--- src/rtl/spdif_transmitter.sv ---
`timescale 1ns/1ps
`default_nettype none
// ============================================================================
//  Module   : spdif_transmitter
//  Purpose  : IEC 60958 consumer S/PDIF biphase-mark encoder for 16-bit
//             stereo PCM. It builds subframes with B/M/W preambles and
//             V/U/C/P bits, and tracks a 192-frame channel-status block.
//             Everything is paced by a half-cell enable running at 128 x Fs.
//  Ports    : Clk          - system clock
//             nReset       - asynchronous active-low reset
//             Clk_Ena      - one-Clk pulse per half-cell
//             Audio_Valid  - Audio_L/Audio_R hold a sample pair
//             Audio_Ready  - holding register empty (accepts a pair)
//             Audio_L/R    - 16-bit two's-complement samples
//             SPDIF        - registered biphase-mark line output
//             Frame_Start  - pulse with the first half-cell of each frame
//             Block_Start  - pulse with the first half-cell of frame 0
//             Underrun     - pulse when a frame starts with no sample pair
//  Config   : `define SPDIF_TX_CHANNEL_STATUS_EN to transmit the consumer
//             channel-status block. Otherwise C is 0 in every subframe.
//  Revision : 1.0 - initial release
// ============================================================================
module spdif_transmitter #(
   parameter int AUX_ZERO = 1
) (
   input  logic        Clk,
   input  logic        nReset,
   input  logic        Clk_Ena,
   input  logic        Audio_Valid,
   output logic        Audio_Ready,
   input  logic [15:0] Audio_L,
   input  logic [15:0] Audio_R,
   output logic        SPDIF,
   output logic        Frame_Start,
   output logic        Block_Start,
   output logic        Underrun
);

   // Preambles written for a preceding line level of 0. They are sent MSB first.
   localparam logic [7:0] c_pre_b      = 8'b1110_1000;
   localparam logic [7:0] c_pre_m      = 8'b1110_0010;
   localparam logic [7:0] c_pre_w      = 8'b1110_0100;
   localparam logic [7:0] c_last_frame = 8'd191;

   // Aux slots 4..11 are always driven 0, so no other packing is implemented.
   generate
      if (AUX_ZERO != 1) begin : g_aux_unsupported
         $error("spdif_transmitter: only AUX_ZERO = 1 is supported");
      end
   endgenerate

   logic [5:0]  hc_q, hc_d;
   logic        sf_q, sf_d;
   logic [7:0]  fr_q, fr_d;
   logic [15:0] hold_l_q, hold_l_d, hold_r_q, hold_r_d;
   logic        full_q, full_d;
   logic [15:0] tx_l_q, tx_l_d, tx_r_q, tx_r_d;
   logic        v_q, v_d;
   logic        spdif_q, spdif_d;
   logic        pre_lvl_q, pre_lvl_d;
   logic        frame_start_q, frame_start_d;
   logic        block_start_q, block_start_d;
   logic        underrun_q, underrun_d;

   logic        w_accept, w_frame_load, w_cs, w_cell_bit, w_parity;
   logic        w_pre_bit, w_level;
   logic [15:0] w_sample;
   logic [7:0]  w_pre;
   logic [4:0]  w_slot;

`ifdef SPDIF_TX_CHANNEL_STATUS_EN
   // Consumer block: bit 2 is copy permitted, and bits 24..27 = 0100 select 48 kHz.
   assign w_cs = (fr_q == 8'd2) || (fr_q == 8'd25);
`else
   assign w_cs = 1'b0;
`endif

   // Level of the half-cell that is emitted on this Clk_Ena.
   always_comb begin
      w_slot     = hc_q[5:1];
      w_sample   = sf_q ? tx_r_q : tx_l_q;
      w_parity   = ^{w_sample, v_q, w_cs};
      w_cell_bit = 1'b0;
      for (int i = 0; i < 16; i++) begin
         if (w_slot == 5'(i + 12)) begin
            w_cell_bit = w_sample[i];
         end
      end
      if (w_slot == 5'd28) begin
         w_cell_bit = v_q;
      end else if (w_slot == 5'd30) begin
         w_cell_bit = w_cs;
      end else if (w_slot == 5'd31) begin
         w_cell_bit = w_parity;
      end
      w_pre     = sf_q ? c_pre_w : ((fr_q == 8'd0) ? c_pre_b : c_pre_m);
      w_pre_bit = w_pre[3'd7 - hc_q[2:0]];
      // Preamble half-cells are taken relative to the level just before the
      // preamble. That level is latched at half-cell 0 for the remaining seven.
      if (hc_q[5:3] == 3'd0) begin
         w_level = w_pre_bit ^ ((hc_q == 6'd0) ? spdif_q : pre_lvl_q);
      end else if (!hc_q[0]) begin
         w_level = ~spdif_q;
      end else begin
         w_level = spdif_q ^ w_cell_bit;
      end
   end

   always_comb begin
      hc_d          = hc_q;
      sf_d          = sf_q;
      fr_d          = fr_q;
      hold_l_d      = hold_l_q;
      hold_r_d      = hold_r_q;
      full_d        = full_q;
      tx_l_d        = tx_l_q;
      tx_r_d        = tx_r_q;
      v_d           = v_q;
      spdif_d       = spdif_q;
      pre_lvl_d     = pre_lvl_q;
      frame_start_d = 1'b0;
      block_start_d = 1'b0;
      underrun_d    = 1'b0;

      w_accept     = Audio_Valid & ~full_q;
      w_frame_load = Clk_Ena & (hc_q == 6'd0) & ~sf_q;

      // A frame load and a handshake coincide only when the register is
      // empty. In that case the new pair waits for the next frame.
      if (w_accept) begin
         hold_l_d = Audio_L;
         hold_r_d = Audio_R;
         full_d   = 1'b1;
      end else if (w_frame_load) begin
         full_d = 1'b0;
      end

      if (w_frame_load) begin
         tx_l_d        = full_q ? hold_l_q : 16'd0;
         tx_r_d        = full_q ? hold_r_q : 16'd0;
         v_d           = ~full_q;
         frame_start_d = 1'b1;
         block_start_d = (fr_q == 8'd0);
         underrun_d    = ~full_q;
      end

      if (Clk_Ena) begin
         spdif_d = w_level;
         if (hc_q == 6'd0) begin
            pre_lvl_d = spdif_q;
         end
         if (hc_q == 6'd63) begin
            hc_d = 6'd0;
            sf_d = ~sf_q;
            if (sf_q) begin
               fr_d = (fr_q == c_last_frame) ? 8'd0 : fr_q + 8'd1;
            end
         end else begin
            hc_d = hc_q + 6'd1;
         end
      end
   end

   always_ff @(posedge Clk or negedge nReset) begin
      if (!nReset) begin
         hc_q          <= 6'd0;
         sf_q          <= 1'b0;
         fr_q          <= 8'd0;
         hold_l_q      <= 16'd0;
         hold_r_q      <= 16'd0;
         full_q        <= 1'b0;
         tx_l_q        <= 16'd0;
         tx_r_q        <= 16'd0;
         v_q           <= 1'b1;
         spdif_q       <= 1'b0;
         pre_lvl_q     <= 1'b0;
         frame_start_q <= 1'b0;
         block_start_q <= 1'b0;
         underrun_q    <= 1'b0;
      end else begin
         hc_q          <= hc_d;
         sf_q          <= sf_d;
         fr_q          <= fr_d;
         hold_l_q      <= hold_l_d;
         hold_r_q      <= hold_r_d;
         full_q        <= full_d;
         tx_l_q        <= tx_l_d;
         tx_r_q        <= tx_r_d;
         v_q           <= v_d;
         spdif_q       <= spdif_d;
         pre_lvl_q     <= pre_lvl_d;
         frame_start_q <= frame_start_d;
         block_start_q <= block_start_d;
         underrun_q    <= underrun_d;
      end
   end

   assign Audio_Ready = ~full_q;
   assign SPDIF       = spdif_q;
   assign Frame_Start = frame_start_q;
   assign Block_Start = block_start_q;
   assign Underrun    = underrun_q;

endmodule
`default_nettype wire

--- config.mk ---
export PLATFORM = sky130hd
export DESIGN_NAME = spdif_transmitter
export DESIGN_NICKNAME = d
export VERILOG_FILES = /design/src/rtl/spdif_transmitter.sv
export SDC_FILE = /design/constraint.sdc
export NUM_CORES = 1
export LEC_CHECK = 0
export ABC_AREA = 1
export CAP_MARGIN = 10
export CORE_ASPECT_RATIO = 0.6
export CORE_MARGIN = 5
export CORE_UTILIZATION = 57
export CTS_BUF_LIST = sky130_fd_sc_hd__clkbuf_4 sky130_fd_sc_hd__clkbuf_8 sky130_fd_sc_hd__clkbuf_16
export CTS_CLUSTER_DIAMETER = 40
export DETAILED_ROUTE_END_ITERATION = 16
export MAX_ROUTING_LAYER = met4
export PLACE_DENSITY_LB_ADDON = 0.12
export SLEW_MARGIN = 15
export SYNTH_ARGS = -nofsm -noshare
export SYNTH_HDL_FRONTEND = slang
export SYNTH_SLANG_ARGS = --single-unit
--- constraint.sdc ---
create_clock -name Clk -period 2.3 [get_ports Clk]
set_input_delay 0.345 -clock Clk [delete_from_list [all_inputs] [get_ports Clk]]
set_output_delay 0.345 -clock Clk [all_outputs]
set_load 0.01 [all_outputs]
==> results of run 1 <==
## synth_stat cells (all sizes together)
master  number
nand4        3
xor2         5
dfrtp       85
inv         49
buf         10
mux2        32
mux2i        1
nor2        24
or2          2
nor3b        1
a31oi        4
nor4         3
dfstp        1
clkbuf       9
nor3         8
nand2      137
a31o         2
a21oi        8
a211oi       1
o21bai       1
nand3b       1
o21ai       28
xnor2        2
o22ai        3
ha           4
nand3       65
## metrics by stage
stage	hold WS [ns]	setup TNS [ns]	utilization	setup WS (ns)	instance area, um^2
final	0.487	0	0.732	0.0904	5320
after global routing	0.501	-0.201	0.732	-0.0920	5320
after CTS	0.487	0	0.707	0.120	5140
after detailed placement	0.360	0	0.660	0.135	4800
after global placement	0.348	0	0.660	0.223	4800
after floorplan	0.0494	0	-	0.392	4250
## cell families (layout without fill, tap and decap cells)
| logic type | after synthesis | after routing |
|---|---|---|
| mux | 33 | 33 |
| fa+ha+maj | 4 | 4 |
| simple gates | 244 | 244 |
| buf+inv | 68 | 127 |
| compound gates | 47 | 47 |
| flops | 86 | 86 |
| xor+xnor | 7 | 7 |
## power by group
| part | total [mW] | internal, mW | switching (mW) |
|---|---|---|---|
| clock network | 1.61 | 0.966 | 0.642 |
| registers | 2.65 | 2.19 | 0.469 |
| logic | 3.20 | 1.36 | 1.84 |
| total | 7.46 | 4.51 | 2.95 |
## sequential cells by signal, indices dropped and copies added, names as in the netlist, 6 cells and up
name	flops
hc_q	6
tx_l_q	16
tx_r_q	16
hold_l_q	16
fr_q	8
hold_r_q	16
## layout make-up
class / count / area share
Tap cell: 104 / 0.0245
Timing Repair Buffer: 62 / 0.112
Multi-Input combinational cell: 335 / 0.359
Inverter: 49 / 0.0369
Clock buffer: 9 / 0.0423
Sequential cell: 86 / 0.405
Clock inverter: 7 / 0.0198
## worst register-to-register path, delay by kind of cell (launching register included)
| family | cells | cell delay [ns] |
|---|---|---|
| compound gates | 2 | 0.30 |
| simple gates | 11 | 0.88 |
| buf+inv | 3 | 0.38 |
| flops | 1 | 0.42 |
| xor+xnor | 1 | 0.13 |
## layer usage
layer / wire [um] / up-vias
met3: 620 / 20
li1: - / 1712
met1: 4760 / 1688
met5: 0 / -
met4: 148 / 0
met2: 4260 / 111
## worst max path at each step
stage	from	to	slack (ns)
6_report	sf_q	SPDIF	0.09
5_1_grt	sf_q	SPDIF	-0.09
4_1_cts	hc_q[2]	fr_q[6]	0.12
3_5_place_dp	hc_q[2]	fr_q[6]	0.14
3_3_place_gp	hc_q[2]	fr_q[6]	0.22
2_1_floorplan	hc_q[1]	fr_q[6]	0.39
## timing repair
item | CTS | global route
hold endpoints to repair | 35 | 0
resized for setup | 0 | 40
setup buffers | 0 | 9
hold buffers | 1 | 0
endpoints found under the setup margin | 0 | 7
==> impl_metrics.json, run 1 <==
{
  "power_density_mw_per_mm2": 1400,
  "critPathBufInv": 3,
  "hpwl_um": 6720,
  "fin_crit_sh": 0.961,
  "wl_per_cell_um": 15.0,
  "fin_crit_ns": 2.21,
  "regToRegSetupSlack_ns": 0.09,
  "netlist_area_mm2": 0.00425,
  "clock_path_buffers": 2,
  "grt_pass1_vias": 3374,
  "muxShareOfSynthArea": 0.0872,
  "synth-xor-area-share": 0.0144,
  "drive_gt1_frac": 0.197,
  "routed_wl_um": 9790,
  "critPathMaxFanout": 7,
  "clk_latency_ns": 0.35,
  "avgSynthCellArea_um2": 8.68,
  "antenna_left": 0,
  "synth_top_area_frac": 0.501,
  "relSlewSlack": 0.650,
  "drc": 0,
  "ys_warn_count": 0,
  "grt_start_max_net_pins": 49,
  "cts_max_level": 3,
  "port_buffers": 40,
  "tightest_slew_ns": 0.524,
  "holdPathStages": 2,
  "min_path_type": "flop to flop",
  "min_from": "tx_l_q[15]",
  "multi_input_area_mm2": 0.00191,
  "worst-r2r-cell-count": 17,
  "rsz0062_at_grt": "yes",
  "initialDrtViolationCount": 346,
  "final_max_slew_viol_count": 0,
  "grt_antenna_before_repair": 0,
  "power_mw": 7.46,
  "vdd_drop_max_mv": 0.781,
  "ys_seq_area_frac": 0.507,
  "slowest_stage": "dfrtp_1",
  "clk_pin_slew_ns": 0.07,
  "grt_first_pass_wirelength_um": 16300,
  "num_antenna_cells": 0,
  "place_congestion": 0.946,
  "timing.rr.start": "sf_q",
  "arrival_ns": 2.48,
  "cp.depth": 17,
  "startpoint_type": "flop",
  "dp_cells": 626,
  "synthesis.nets": 529,
  "hold_path_end": "tx_l_q[15]",
  "regArea_mm2": 0.00215,
  "cap_viol_max_count": 0,
  "path_common_cell": "nand2_1",
  "final_cells": 652,
  "nNetsFinal": 583,
  "via_count": 3531,
  "drt_first_pass_iters": 5,
  "initial_core_util": 0.584,
  "die_w_um": 121,
  "crit_family": "simple AND/OR/NAND/NOR gates",
  "area_growth_pct": 25.3,
  "ios": 41,
  "cts_root_buf": "clkbuf_16",
  "finalSetupViolations": 0,
  "die_h_um": 76.9,
  "hold_viol_final": 0,
  "required_ns": 2.57,
  "crit_type": "flop to flop",
  "synth_compound_area_frac": 0.0613,
  "path_cells": "buf_12 -> buf_4 -> o21ai_4 -> xnor2_1 -> inv_1 -> or2_1 -> nand2_1 -> nand2_1 -> nand2_1 -> nand3_1 -> nand2_1 -> nand2_1 -> nand2_2 -> nand2_1 -> nand2_1 -> nand3_2 -> a21oi_2",
  "worst_path_largest_cell_delay_ns": 0.42,
  "cts_sinks": 86,
  "grt.met1_usage": 0.335,
  "synth.distinct_cells": 37,
  "syn_inst": 489,
  "use_met2": 0.315,
  "synthTopCellsByArea": "dfrtp_1, nand2_1, mux2_2",
  "final_common_cell": "nand2_1",
  "fmax_mhz": 453,
  "fill_cells": 553,
  "status": "completed",
  "grt_overflow": 0,
  "ys_seq_elements": 86,
  "final_cell_mix": "nand2_1, dfrtp_1, nand3_1",
  "die_area_mm2": 0.00933,
  "via_per_inst": 5.42,
  "cts_made_buffers": 9,
  "synth-simple-area-share": 0.252,
  "cts_tree": "done",
  "yosys.area.top_type": "dfrtp_1",
  "power.leakage_nw": 2.58,
  "core_area_mm2": 0.00727,
  "rows": 24,
  "grt.busiest_layer": "met1",
  "skew_ns": 0.0105,
  "synth_top_family_by_area": "simple AND/OR/NAND/NOR gates",
  "endpoint_kind": "flop",
  "use_met3": 0.0537,
  "timing.rr.end": "SPDIF",
  "grt_use_total": 0.227,
  "synthAdderAreaFrac": 0.0118
}
Power figures use the tool's default switching activity.
==> run 2: changes to the inputs <==
--- a/config.mk
+++ b/config.mk
@@ -15,6 +15,8 @@
 export DETAILED_ROUTE_END_ITERATION = 16
 export MAX_ROUTING_LAYER = met4
 export PLACE_DENSITY_LB_ADDON = 0.12
+export RECOVER_POWER = 50
+export SKIP_CTS_REPAIR_TIMING = 1
 export SLEW_MARGIN = 15
 export SYNTH_ARGS = -nofsm -noshare
 export SYNTH_HDL_FRONTEND = slang
==> run 2 against run 1 <==
Highest routed layer unchanged. Critical path type unchanged. Non-clock buffer count down 1. Via count is 0.14% lower. Worst setup slack better by 0.0040 ns. Clock skew fell by 0.0029 ns.
==> impl_metrics.json, run 2 (same netlist as run 1, synthesis figures left out) <==
{
  "final_cell_mix": "nand2_1, dfrtp_1, nand3_1",
  "cts_tree": "done",
  "routed_wl_um": 9650,
  "power_density_mw_per_mm2": 1410,
  "wl_met3_um": 646,
  "status": "completed",
  "cts_sinks": 86,
  "port_buffers": 40,
  "crit_type": "flop to flop",
  "grt_pass1_vias": 3364,
  "critPathMaxFanout": 7,
  "startpoint_type": "flop",
  "via_count": 3526,
  "hpwl_um": 6720,
  "place_congestion": 0.946,
  "cts_root_buf": "clkbuf_16",
  "via_per_inst": 5.42,
  "antenna_left": 0,
  "clkPwrFrac": 0.215,
  "clk_latency_ns": 0.34,
  "area_growth_pct": 24.6,
  "clock_path_buffers": 2,
  "grt_use_total": 0.226,
  "required_ns": 2.57,
  "min_path_type": "input pin to asynchronous set/reset pin",
  "finalSetupViolations": 0,
  "die_area_mm2": 0.00933,
  "met2WireLength_um": 4200,
  "tightest_slew_ns": 1.02,
  "initialDrtViolationCount": 370,
  "intPower_mw": 4.51,
  "pwr-share-seq": 0.357,
  "fill_cells": 557,
  "hold_viol_final": 0,
  "initial_core_util": 0.584,
  "nNetsFinal": 582,
  "skew_ns": 0.00760,
  "fin_crit_ns": 2.21,
  "power.share.combinational": 0.428,
  "grt_start_max_net_pins": 49,
  "swShare": 0.394,
  "wl_per_cell_um": 14.8,
  "num_antenna_cells": 0,
  "endpoint_kind": "flop",
  "arrival_ns": 2.48,
  "rsz0062_at_grt": "yes",
  "die_w_um": 121,
  "relSlewSlack": 0.317,
  "grt_antenna_before_repair": 0,
  "cts_made_buffers": 9,
  "die_h_um": 76.9,
  "drive_gt1_frac": 0.197,
  "dr.max_layer_used": "met4",
  "rows": 24,
  "vdd_drop_max_mv": 0.794,
  "p_sw_mw": 2.93,
  "final_max_slew_viol_count": 0,
  "drc": 0,
  "grt_overflow": 0,
  "core_area_mm2": 0.00727,
  "fin_crit_sh": 0.959,
  "power.leakage_nw": 2.57,
  "fmax_mhz": 453,
  "grt_first_pass_wirelength_um": 16300,
  "cts_max_level": 3,
  "ios": 41,
  "cap_viol_max_count": 0,
  "wirelength_met1_um": 4650,
  "drt_first_pass_iters": 6,
  "whs_ns": 0.141,
  "clk_pin_slew_ns": 0.07,
  "final_common_cell": "nand2_1",
  "fin_tns_setup_ns": 0
}
## run 2: layout make-up
class	count	area [um^2]	area share
flip-flops and latches	86	2150	0.407
multi-input cells	335	1910	0.361
repair buffers	61	571	0.108
clock buffers	9	225	0.0426
inverters	49	196	0.0371
well taps	104	130	0.0246
clock inverters	7	105	0.0199
## run 2: worst paths after layout
kind / from / endpoint / slack [ns] / cells after the start
setup reg to reg: sf_q / SPDIF / 0.09 / 17
setup / recovery: sf_q / SPDIF / 0.09 / 17
hold reg to reg: tx_l_q[15] / tx_l_q[15] / 0.49 / 2
hold / removal: nReset / hold_l_q[5] / 0.14 / 1
max in group asynchronous: nReset / hc_q[2] / 0.52 / 2
min in group Clk: tx_l_q[15] / tx_l_q[15] / 0.49 / 2
## run 2: critical path, cell delays in order (launching register included)
cell and delay, ns:
dfrtp_1 0.42, buf_12 0.16, buf_4 0.15, o21ai_4 0.15, xnor2_1 0.13, inv_1 0.07
or2_1 0.24, nand2_1 0.06, nand2_1 0.05, nand2_1 0.09, nand3_1 0.07, nand2_1 0.06
nand2_1 0.05, nand2_2 0.08, nand2_1 0.05, nand2_1 0.08, nand3_2 0.07, a21oi_2 0.15
## run 2: routing by layer
metal  vias up  global-route usage
li1       1712                   -
met1      1662               0.335
met2       129               0.311
met3        23              0.0537
met5         -                   -
met4         0              0.0593
## run 2: power groups by stage
stage / Sequential (mW) / Combinational (mW) / Clock, mW
2_1_floorplan: 2.48 / 2.22 / 0
3_3_place_gp: 2.61 / 2.72 / 0
3_5_place_dp: 2.64 / 2.83 / 0
4_1_cts: 2.62 / 2.86 / 1.63
5_1_grt: 2.73 / 3.62 / 1.69
6_report: 2.65 / 3.19 / 1.60
## run 2: per-stage QoR
step / setup slack (ns) / util / cell area (um^2) / total power [mW] / std cells
floorplan: 0.392 / - / 4250 / 4.69 / 489
global placement: 0.223 / 0.660 / 4800 / 5.33 / 626
detailed placement: 0.135 / 0.660 / 4800 / 5.47 / 626
CTS: 0.120 / 0.705 / 5130 / 7.10 / 642
global route: -0.0920 / 0.728 / 5290 / 8.04 / 651
finish: 0.0945 / 0.728 / 5290 / 7.44 / 651
==> run 3: changes to the inputs <==
==> constraint.sdc (replaced) <==
create_clock -name Clk -period 2.4 [get_ports Clk]
set_input_delay 0.36 -clock Clk [delete_from_list [all_inputs] [get_ports Clk]]
set_output_delay 0.36 -clock Clk [all_outputs]
set_load 0.01 [all_outputs]
==> run 3 against run 2 <==
Global-route usage increased by 0.12 points. Flip-flop and latch count stayed put. Non-clock buffer count is 5 lower. Design area fell by 2.9%. Core utilization is 2.1 points lower.
==> impl_metrics.json, run 3 (same netlist as run 1, synthesis figures left out) <==
{
  "status": "completed",
  "num_antenna_cells": 0,
  "skew_ns": 0.00455,
  "regToRegSetupSlack_ns": 0.16,
  "power.share.combinational": 0.417,
  "clk_latency_ns": 0.34,
  "grt_pass1_vias": 3366,
  "worst-r2r-cell-count": 12,
  "die_w_um": 121,
  "fmax_mhz": 447,
  "die_area_mm2": 0.00933,
  "tightest_slew_ns": 1.13,
  "clkPwrFrac": 0.210,
  "clk_pin_slew_ns": 0.06,
  "timing.rr.end": "fr_q[7]",
  "clock_path_buffers": 2,
  "p_sw_mw": 2.63,
  "drt_first_pass_iters": 5,
  "cap_viol_max_count": 0,
  "area_growth_pct": 21.1,
  "hold_viol_final": 0,
  "final_cell_mix": "nand2_1, dfrtp_1, nand3_1",
  "final_common_cell": "nand2_1",
  "grt_overflow": 0,
  "final_max_slew_viol_count": 0,
  "required_ns": 2.63,
  "cts_max_level": 3,
  "drc": 0,
  "antenna_left": 0,
  "relSlewSlack": 0.247,
  "place_congestion": 0.926,
  "final_core_utilization": 0.707,
  "crit_start": "hc_q[1]",
  "startpoint_type": "flop",
  "grt_antenna_before_repair": 0,
  "arrival_ns": 2.47,
  "die_h_um": 76.9,
  "power.leakage_nw": 2.51,
  "cts_root_buf": "clkbuf_16",
  "timing.rr.start": "hc_q[1]",
  "fin_tns_setup_ns": 0,
  "initial_core_util": 0.584,
  "nNetsFinal": 577,
  "rows": 24,
  "fin_crit_sh": 0.933,
  "initialDrtViolationCount": 351,
  "core_area_mm2": 0.00727,
  "wl_per_cell_um": 14.8,
  "port_buffers": 40,
  "crit_type": "flop to flop",
  "intPower_mw": 4.12,
  "endpoint_kind": "flop",
  "fin_crit_ns": 2.24,
  "ios": 41,
  "via_count": 3522,
  "power_density_mw_per_mm2": 1310,
  "pwr-share-seq": 0.373,
  "min_path_type": "input pin to asynchronous set/reset pin",
  "finalSetupViolations": 0,
  "cts_sinks": 86,
  "cts_made_buffers": 9,
  "hpwl_um": 6710,
  "drive_gt1_frac": 0.151,
  "grt_first_pass_wirelength_um": 16500,
  "rsz0062_at_grt": "no",
  "vdd_drop_max_mv": 0.675,
  "critPathMaxFanout": 5,
  "grt_use_total": 0.227,
  "grt_start_max_net_pins": 47,
  "routed_wl_um": 9560,
  "via_per_inst": 5.45,
  "swShare": 0.390,
  "cts_tree": "done"
}
-- run 3: how the worst max path moves through the flow --
stage,to,slack (ns),depth (start not counted)
after floorplan,fr_q[6],0.49,12
after global placement,fr_q[6],0.12,12
after detailed placement,fr_q[7],0.04,12
after CTS,fr_q[7],0.02,12
after global routing,hc_q[2],0.01,2
final,fr_q[7],0.16,12
-- run 3: power by group through the flow --
stage	clock (mW)	combinational, mW	sequential (mW)
6_report	1.42	2.82	2.52
5_1_grt	1.53	3.17	2.59
4_1_cts	1.46	2.70	2.51
3_5_place_dp	0	2.67	2.53
3_3_place_gp	0	2.58	2.52
2_1_floorplan	0	2.12	2.37
-- run 3: critical path: stages (launching register included) --
cell and delay [ns]:
dfrtp_2 0.40, ha_1 0.21, nand3_1 0.10, nor3_1 0.14
inv_1 0.11, nor2_4 0.19, inv_1 0.10, nor2_4 0.20
nand4_1 0.22, nor3_2 0.19, nand2_1 0.09, o22ai_1 0.12
a21oi_1 0.05
-- run 3: stage by stage --
step	instance area, um^2	instances	power, mW	setup WS (ns)	hold WS (ns)
after floorplan	4250	489	4.50	0.492	0.0644
after global placement	4770	623	5.09	0.123	0.373
after detailed placement	4770	623	5.20	0.0433	0.381
after CTS	5080	639	6.67	0.0170	0.0125
after global routing	5140	646	7.29	0.0105	0.268
final	5140	646	6.75	0.161	0.171
-- run 3: layer usage --
metal | GRT usage | wire, um | part of all wire | vias up
li1 | - | - | - | 1698
met1 | 0.332 | 4530 | 0.47 | 1651
met5 | - | 0 | 0 | -
met4 | 0.0682 | 116 | 0.012 | 0
met2 | 0.313 | 4180 | 0.44 | 160
met3 | 0.0559 | 726 | 0.076 | 13
-- run 3: final cells by class --
cell class                      instances  area [um^2]
Inverter                               49          186
Timing Repair Buffer                   56          542
Tap cell                              104          130
Multi-Input combinational cell        335         1820
Sequential cell                        86         2160
Clock inverter                          6         70.1
Fill cell                             591         2130
Clock buffer                           10          239
